==> src/rtl/cache_stats_window.sv <==
// cache_stats_window
// Classifies L1/L2 hit/miss strobes, counts L1 hits, L2 hits and L2 misses over a
// window of WINDOW accesses, then computes AMAT x100 with a 40-step restoring divider.
// Each window result is presented on a valid/ready port. A window that closes while a
// previous result is still in flight is discarded and flagged in stat_dropped (sticky).
// Optional feature macro: CACHE_STATS_LIFETIME_EN adds 32-bit saturating lifetime
// counters life_l1_hits / life_l2_hits / life_l2_misses.
module cache_stats_window #(
   parameter int WINDOW  = 256,
   parameter int CNT_W   = 16,
   parameter int L1_LAT  = 1,
   parameter int L2_LAT  = 10,
   parameter int MEM_LAT = 100
) (
   input  logic             clk,
   input  logic             rst_n,
   input  logic             clear,
   input  logic             hit_l1,
   input  logic             miss_l1,
   input  logic             hit_l2,
   input  logic             miss_l2,
   output logic             stat_valid,
   input  logic             stat_ready,
   output logic [CNT_W-1:0] stat_l1_hits,
   output logic [CNT_W-1:0] stat_l2_hits,
   output logic [CNT_W-1:0] stat_l2_misses,
   output logic [23:0]      stat_amat_x100,
   output logic             stat_dropped,
   output logic             busy
`ifdef CACHE_STATS_LIFETIME_EN
   ,
   output logic [31:0]      life_l1_hits,
   output logic [31:0]      life_l2_hits,
   output logic [31:0]      life_l2_misses
`endif
);

   localparam logic [CNT_W-1:0] WIN_M1 = CNT_W'(WINDOW - 1);
   localparam logic [CNT_W-1:0] WIN_C  = CNT_W'(WINDOW);

   typedef enum logic [1:0] {
      S_IDLE = 2'd0,
      S_CALC = 2'd1,
      S_DIV  = 2'd2,
      S_OUT  = 2'd3
   } state_t;

   state_t           state_q, state_d;
   logic [CNT_W-1:0] acc_q, l1h_q, l2h_q, l2m_q;
   logic [CNT_W-1:0] snap_l1h_q, snap_l2h_q, snap_l2m_q;
   logic             pend_q;
   logic [5:0]       div_cnt_q;
   logic [39:0]      dvd_q;
   logic [CNT_W-1:0] rem_q;
   logic [38:0]      quo_q;
   logic [CNT_W-1:0] stat_l1_q, stat_l2h_q, stat_l2m_q;
   logic [23:0]      amat_q;
   logic             dropped_q;

   logic             is_l1_s, is_l2h_s, is_l2m_s, is_acc_s, win_close_s;
   logic             calc_s, step_s, done_s;
   logic [39:0]      total_s, dividend_s, quo_nx_s;
   logic [CNT_W:0]   rem_sh_s;
   logic [CNT_W-1:0] rem_nx_s;
   logic             q_bit_s;
   logic [23:0]      amat_s;

   // Classify the strobes of this cycle in priority order.
   always_comb begin
      is_l1_s  = 1'b0;
      is_l2h_s = 1'b0;
      is_l2m_s = 1'b0;
      if (hit_l1) begin
         is_l1_s = 1'b1;
      end else if (miss_l1 && hit_l2) begin
         is_l2h_s = 1'b1;
      end else if (miss_l1 && miss_l2) begin
         is_l2m_s = 1'b1;
      end else begin
         is_l1_s = 1'b0;
      end
   end

   assign is_acc_s    = is_l1_s | is_l2h_s | is_l2m_s;
   assign win_close_s = is_acc_s && (acc_q == WIN_M1);

   // Window counters: count classified accesses, restart from zero when a window closes.
   always_ff @(posedge clk or negedge rst_n) begin
      if (!rst_n) begin
         acc_q <= '0; l1h_q <= '0; l2h_q <= '0; l2m_q <= '0;
      end else if (clear || win_close_s) begin
         acc_q <= '0; l1h_q <= '0; l2h_q <= '0; l2m_q <= '0;
      end else if (is_acc_s) begin
         acc_q <= acc_q + CNT_W'(1'b1);
         l1h_q <= l1h_q + CNT_W'(is_l1_s);
         l2h_q <= l2h_q + CNT_W'(is_l2h_s);
         l2m_q <= l2m_q + CNT_W'(is_l2m_s);
      end
   end

   // Snapshot the closing window (including the closing access) when the FSM can take it.
   always_ff @(posedge clk or negedge rst_n) begin
      if (!rst_n) begin
         pend_q <= 1'b0;
         snap_l1h_q <= '0; snap_l2h_q <= '0; snap_l2m_q <= '0;
      end else if (clear) begin
         pend_q <= 1'b0;
         snap_l1h_q <= '0; snap_l2h_q <= '0; snap_l2m_q <= '0;
      end else begin
         pend_q <= win_close_s && (state_q == S_IDLE);
         if (win_close_s && (state_q == S_IDLE)) begin
            snap_l1h_q <= l1h_q + CNT_W'(is_l1_s);
            snap_l2h_q <= l2h_q + CNT_W'(is_l2h_s);
            snap_l2m_q <= l2m_q + CNT_W'(is_l2m_s);
         end
      end
   end

   // Sticky flag: a window closed while a previous result was still being processed.
   always_ff @(posedge clk or negedge rst_n) begin
      if (!rst_n) begin
         dropped_q <= 1'b0;
      end else if (clear) begin
         dropped_q <= 1'b0;
      end else if (win_close_s && (state_q != S_IDLE)) begin
         dropped_q <= 1'b1;
      end
   end

   // FSM state register.
   always_ff @(posedge clk or negedge rst_n) begin
      if (!rst_n) begin
         state_q <= S_IDLE;
      end else if (clear) begin
         state_q <= S_IDLE;
      end else begin
         state_q <= state_d;
      end
   end

   // FSM next-state logic.
   always_comb begin
      state_d = state_q;
      case (state_q)
         S_IDLE:  if (pend_q) state_d = S_CALC; else state_d = S_IDLE;
         S_CALC:  state_d = S_DIV;
         S_DIV:   if (div_cnt_q == 6'd39) state_d = S_OUT; else state_d = S_DIV;
         S_OUT:   if (stat_ready) state_d = S_IDLE; else state_d = S_OUT;
         default: state_d = S_IDLE;
      endcase
   end

   // FSM outputs and datapath controls, decoded from the state register only.
   always_comb begin
      busy       = (state_q != S_IDLE);
      stat_valid = (state_q == S_OUT);
      calc_s     = (state_q == S_CALC);
      step_s     = (state_q == S_DIV);
      done_s     = (state_q == S_DIV) && (div_cnt_q == 6'd39);
   end

   // Weighted cycle total of the snapshot and one restoring-divide step.
   always_comb begin
      total_s    = 40'(WINDOW) * 40'(L1_LAT)
                 + (40'(snap_l2h_q) + 40'(snap_l2m_q)) * 40'(L2_LAT)
                 + 40'(snap_l2m_q) * 40'(MEM_LAT);
      dividend_s = total_s * 40'd100;
      rem_sh_s   = {rem_q, dvd_q[39]};
      if (rem_sh_s >= {1'b0, WIN_C}) begin
         q_bit_s  = 1'b1;
         rem_nx_s = rem_sh_s[CNT_W-1:0] - WIN_C;
      end else begin
         q_bit_s  = 1'b0;
         rem_nx_s = rem_sh_s[CNT_W-1:0];
      end
      quo_nx_s = {quo_q, q_bit_s};
      if (|quo_nx_s[39:24]) begin
         amat_s = 24'hFFFFFF;
      end else begin
         amat_s = quo_nx_s[23:0];
      end
   end

   // Divider registers: load the dividend in CALC, shift one quotient bit per DIV cycle.
   always_ff @(posedge clk or negedge rst_n) begin
      if (!rst_n) begin
         dvd_q <= '0; rem_q <= '0; quo_q <= '0; div_cnt_q <= 6'd0;
      end else if (clear) begin
         dvd_q <= '0; rem_q <= '0; quo_q <= '0; div_cnt_q <= 6'd0;
      end else if (calc_s) begin
         dvd_q <= dividend_s; rem_q <= '0; quo_q <= '0; div_cnt_q <= 6'd0;
      end else if (step_s) begin
         dvd_q     <= {dvd_q[38:0], 1'b0};
         rem_q     <= rem_nx_s;
         quo_q     <= quo_nx_s[38:0];
         div_cnt_q <= div_cnt_q + 6'd1;
      end
   end

   // Result registers: counts load in CALC, AMAT loads on the last divide step.
   always_ff @(posedge clk or negedge rst_n) begin
      if (!rst_n) begin
         stat_l1_q <= '0; stat_l2h_q <= '0; stat_l2m_q <= '0; amat_q <= 24'd0;
      end else if (clear) begin
         stat_l1_q <= '0; stat_l2h_q <= '0; stat_l2m_q <= '0; amat_q <= 24'd0;
      end else begin
         if (calc_s) begin
            stat_l1_q  <= snap_l1h_q;
            stat_l2h_q <= snap_l2h_q;
            stat_l2m_q <= snap_l2m_q;
         end
         if (done_s) begin
            amat_q <= amat_s;
         end
      end
   end

   assign stat_l1_hits   = stat_l1_q;
   assign stat_l2_hits   = stat_l2h_q;
   assign stat_l2_misses = stat_l2m_q;
   assign stat_amat_x100 = amat_q;
   assign stat_dropped   = dropped_q;

`ifdef CACHE_STATS_LIFETIME_EN
   logic [31:0] life_l1_q, life_l2h_q, life_l2m_q;

   // Lifetime counters: saturating, untouched by window closes.
   always_ff @(posedge clk or negedge rst_n) begin
      if (!rst_n) begin
         life_l1_q <= 32'd0; life_l2h_q <= 32'd0; life_l2m_q <= 32'd0;
      end else if (clear) begin
         life_l1_q <= 32'd0; life_l2h_q <= 32'd0; life_l2m_q <= 32'd0;
      end else begin
         if (is_l1_s && (life_l1_q != 32'hFFFFFFFF))   life_l1_q  <= life_l1_q + 32'd1;
         if (is_l2h_s && (life_l2h_q != 32'hFFFFFFFF)) life_l2h_q <= life_l2h_q + 32'd1;
         if (is_l2m_s && (life_l2m_q != 32'hFFFFFFFF)) life_l2m_q <= life_l2m_q + 32'd1;
      end
   end

   assign life_l1_hits   = life_l1_q;
   assign life_l2_hits   = life_l2h_q;
   assign life_l2_misses = life_l2m_q;
`endif

endmodule

==> config.mk <==
export PLATFORM = sky130hd
export DESIGN_NAME = cache_stats_window
export DESIGN_NICKNAME = d
export VERILOG_FILES = /design/src/rtl/cache_stats_window.sv
export SDC_FILE = /design/constraint.sdc
export NUM_CORES = 1
export LEC_CHECK = 0
export ABC_AREA = 1
export CAP_MARGIN = 0
export CORE_AREA = 5 5 188 190
export CTS_BUF_LIST = sky130_fd_sc_hd__clkbuf_8
export DETAILED_ROUTE_END_ITERATION = 16
export DIE_AREA = 0 0 193 195
export HOLD_SLACK_MARGIN = 0.06
export PLACE_DENSITY = 0.83
export SYNTH_ARGS = -nofsm -noshare
export SYNTH_HDL_FRONTEND = slang
export SYNTH_SLANG_ARGS = --single-unit
==> constraint.sdc <==
create_clock -name clk -period 7.6 [get_ports clk]
set_input_delay 1.52 -clock clk [delete_from_list [all_inputs] [get_ports clk]]
set_output_delay 1.52 -clock clk [all_outputs]
set_load 0.005 [all_outputs]
==> impl_metrics.toml, run 1 <==
[run_status]
status = "finished clean"

[finish]
fin_nets = 2921
final_cells = 3147
final_common_cell = "nand2_1"
layout_common_cells = "nand2_1, inv_1, dfrtp_1"
nFillCells = 2649
drive_above_1_share = 0.0963
antennaDiodeCount = 0
area_growth_pct = 16.1

[floorplan]
ios = 83
die_h_um = 195
row_count = 67
core_um2 = 33300
initial_core_util = 0.594
die_x_um = 193
die_area_um2 = 37600

[clock_network]
clock_sinks = 286
clk_latency_ns = 0.60
numCtsBuffers = 46
postCtsHoldBufs = 0
cts_tree = "done"
clock-root-buffer = "clkbuf_8"
cts_max_level = 2
cts.clk_slew.worst_paths_ns = 0.06
clk_path_buf_depth = 3

[pwr]
p_seq_frac = 0.494
internal_power_mw = 2.39
power_density_nw_per_um2 = 135
p_leak_nw = 11.9
switching_share = 0.229
comb_power_share = 0.029
p_sw_mw = 0.710
power.clock.fraction = 0.477
peakVddDrop_mv = 0.180

[grt]
grt_pass1_vias = 17400
grt_util_all_layers = 0.267
grt_pass1_wl_um = 83800
overflow = 0
grt_start_max_net_pins = 80
antenna_found_initial = 0

[setup_path]
crit_type = "flop to flop"
r2r_setup_slack_ns = 0.43
cpPeakStageDelay_ns = 0.52
crit_slowest_cell = "fa_1"
path_max_fanout = 5
end_kind = "flop"
critPathLaunchType = "flop"
r2r-start = "snap_l2h_q[4]"
required_ns = 8.04
startpoint = "snap_l2h_q[4]"
ff2ff_path_depth = 36
crit_top_cell = "nand2_1"
crit_arrival_ns = 7.61

[route]
wl_per_cell_um = 15.9
drtIter0Drc = 1128
viasPerCell = 5.51
num_vias = 17400
drc_errors = 0
drt-pass1-iter-count = 5
antenna_left = 0
finalWirelength_um = 50100

[yosys]
ys_dominant_reg_cell = "dfrtp_1"
ys_types = 45
netlist_area_um2 = 19800
synthCells = 2543
async_reset_ff_frac = 1.00
synthesis.nets = 2802
synth.avg_cell_area_um2 = 7.77
synth_top_area_cell = "dfrtp_1"
synth_top_area_share = 0.362
synth_warnings = 0
ys_seq_area_frac = 0.362
synth_seq_cells = 286
synth_edf_count = 0
synth_area_leaders = "dfrtp_1, ha_1, nand2_1, inv_1, nand3_1"

[timing]
finClkSkew_ns = 0.0252
fin_ws_ns = 0.427
finalHoldViolations = 0
fin_crit_ns = 7.17
max_slew_margin = 0.292
fmax_ghz = 0.139
worst_pin_slew_ns = 1.06
post-route-period-util = 0.944
drv_slew = 0
setup_violations = 0

[placement]
numPortBuffers = 82
dp_slack_ns = -0.0745
place_congestion = 0.948
dp.cells = 3052
dpl.hpwl_um = 36900

[worst_hold_path]
hold_class = "flop to flop"
whs_path_depth = 2
worstHoldStart = "stat_l2_misses[5]"

[flow_run]
maxCapViolations = 0
[cells by family after synthesis]
group           share of synthesized area
simple gates                        0.219
flops                               0.362
buf+inv                            0.0927
fa+ha+maj                           0.171
xor+xnor                           0.0452
compound gates                      0.110
[state kept, by name, summed over array words and instances, names as in the netlist]
name            count
acc_q              16
snap_l2h_q         16
snap_l1h_q         16
dvd_q              37
rem_q              16
pend_q              1
stat_l2_hits       16
state_q             2
l2m_q              16
l2h_q              16
snap_l2m_q         16
stat_dropped        1
stat_amat_x100     24
l1h_q              16
quo_q              39
div_cnt_q           6
stat_l2_misses     16
stat_l1_hits       16
[critical path: cells and delay by family, from the launching register on]
kind / cells / cell delay (ns)
xor+xnor: 3 / 0.67
flops: 1 / 0.42
buf+inv: 4 / 0.31
simple gates: 15 / 1.75
fa+ha+maj: 9 / 3.03
compound gates: 5 / 0.84
[repair_timing]
item / CTS / global route
pin swaps: 1 / 17
resized for setup: 11 / 127
endpoints found under the setup margin: 11 / 16
setup buffers: 1 / 9
[path summary, 6_finish.rpt]
path,to
worst min register to register,stat_l2_misses[5]
worst max-delay path,dvd_q[21]
worst min-delay path,stat_l2_misses[5]
worst max register to register,dvd_q[21]
min in group asynchronous,dvd_q[29]
max in group asynchronous,snap_l2m_q[1]
[cell type report]
type / count / area, µm² / area share
multi-input cells: 1781 / 11400 / 0.496
flip-flops and latches: 286 / 7160 / 0.312
inverters: 409 / 1540 / 0.0671
repair buffers: 138 / 1250 / 0.0543
clock buffers: 63 / 867 / 0.0378
well taps: 448 / 561 / 0.0244
clock inverters: 22 / 184 / 0.00802
[Yosys cell counts (27+ instances only)]
library cell,number
nand3_1,180
nand4_1,27
a21oi_1,102
inv_1,405
xor2_1,82
o22ai_1,83
nor2_1,165
clkbuf_1,49
fa_1,32
nand2_1,595
nor3_1,37
ha_1,219
dfrtp_1,286
o21ai_0,154
[stage by stage]
step           power [mW]  hold slack [ns]  TNS (ns)   util  instance area, µm²
6_report             3.10            0.469         0  0.689               22900
5_1_grt              3.21            0.500    -0.803  0.689               22900
4_1_cts              3.13            0.474         0  0.671               22300
3_5_place_dp         1.65            0.458    -0.376  0.638               21200
3_3_place_gp         1.65            0.456         0  0.638               21200
2_1_floorplan        1.60            0.444         0      -               19800
[power by group through the flow]
stage | combinational (mW) | clock [mW] | sequential, mW
global placement | 0.0890 | 0 | 1.56
CTS | 0.0926 | 1.50 | 1.53
global route | 0.102 | 1.58 | 1.53
detailed placement | 0.0919 | 0 | 1.56
floorplan | 0.0448 | 0 | 1.56
finish | 0.0907 | 1.48 | 1.53
[metal layers]
metal	vias to the layer above	routed length, µm	track usage
met5	-	0	0
met4	0	1720	0.0978
met3	105	2300	0.0364
met2	473	24600	0.447
met1	8260	21600	0.355
li1	8515	-	-
Power figures use the tool's default switching activity.
==> inputs of run 2 (changes only) <==
--- a/config.mk
+++ b/config.mk
@@ -6,6 +6,7 @@
 export NUM_CORES = 1
 export LEC_CHECK = 0
 export ABC_AREA = 1
+export ABC_CLOCK_PERIOD_IN_PS = 7600
 export CAP_MARGIN = 0
 export CORE_AREA = 5 5 188 190
 export CTS_BUF_LIST = sky130_fd_sc_hd__clkbuf_8
==> results of run 2 <==
Same layout as run 1: the final DEF is identical, and so are final timing and power.
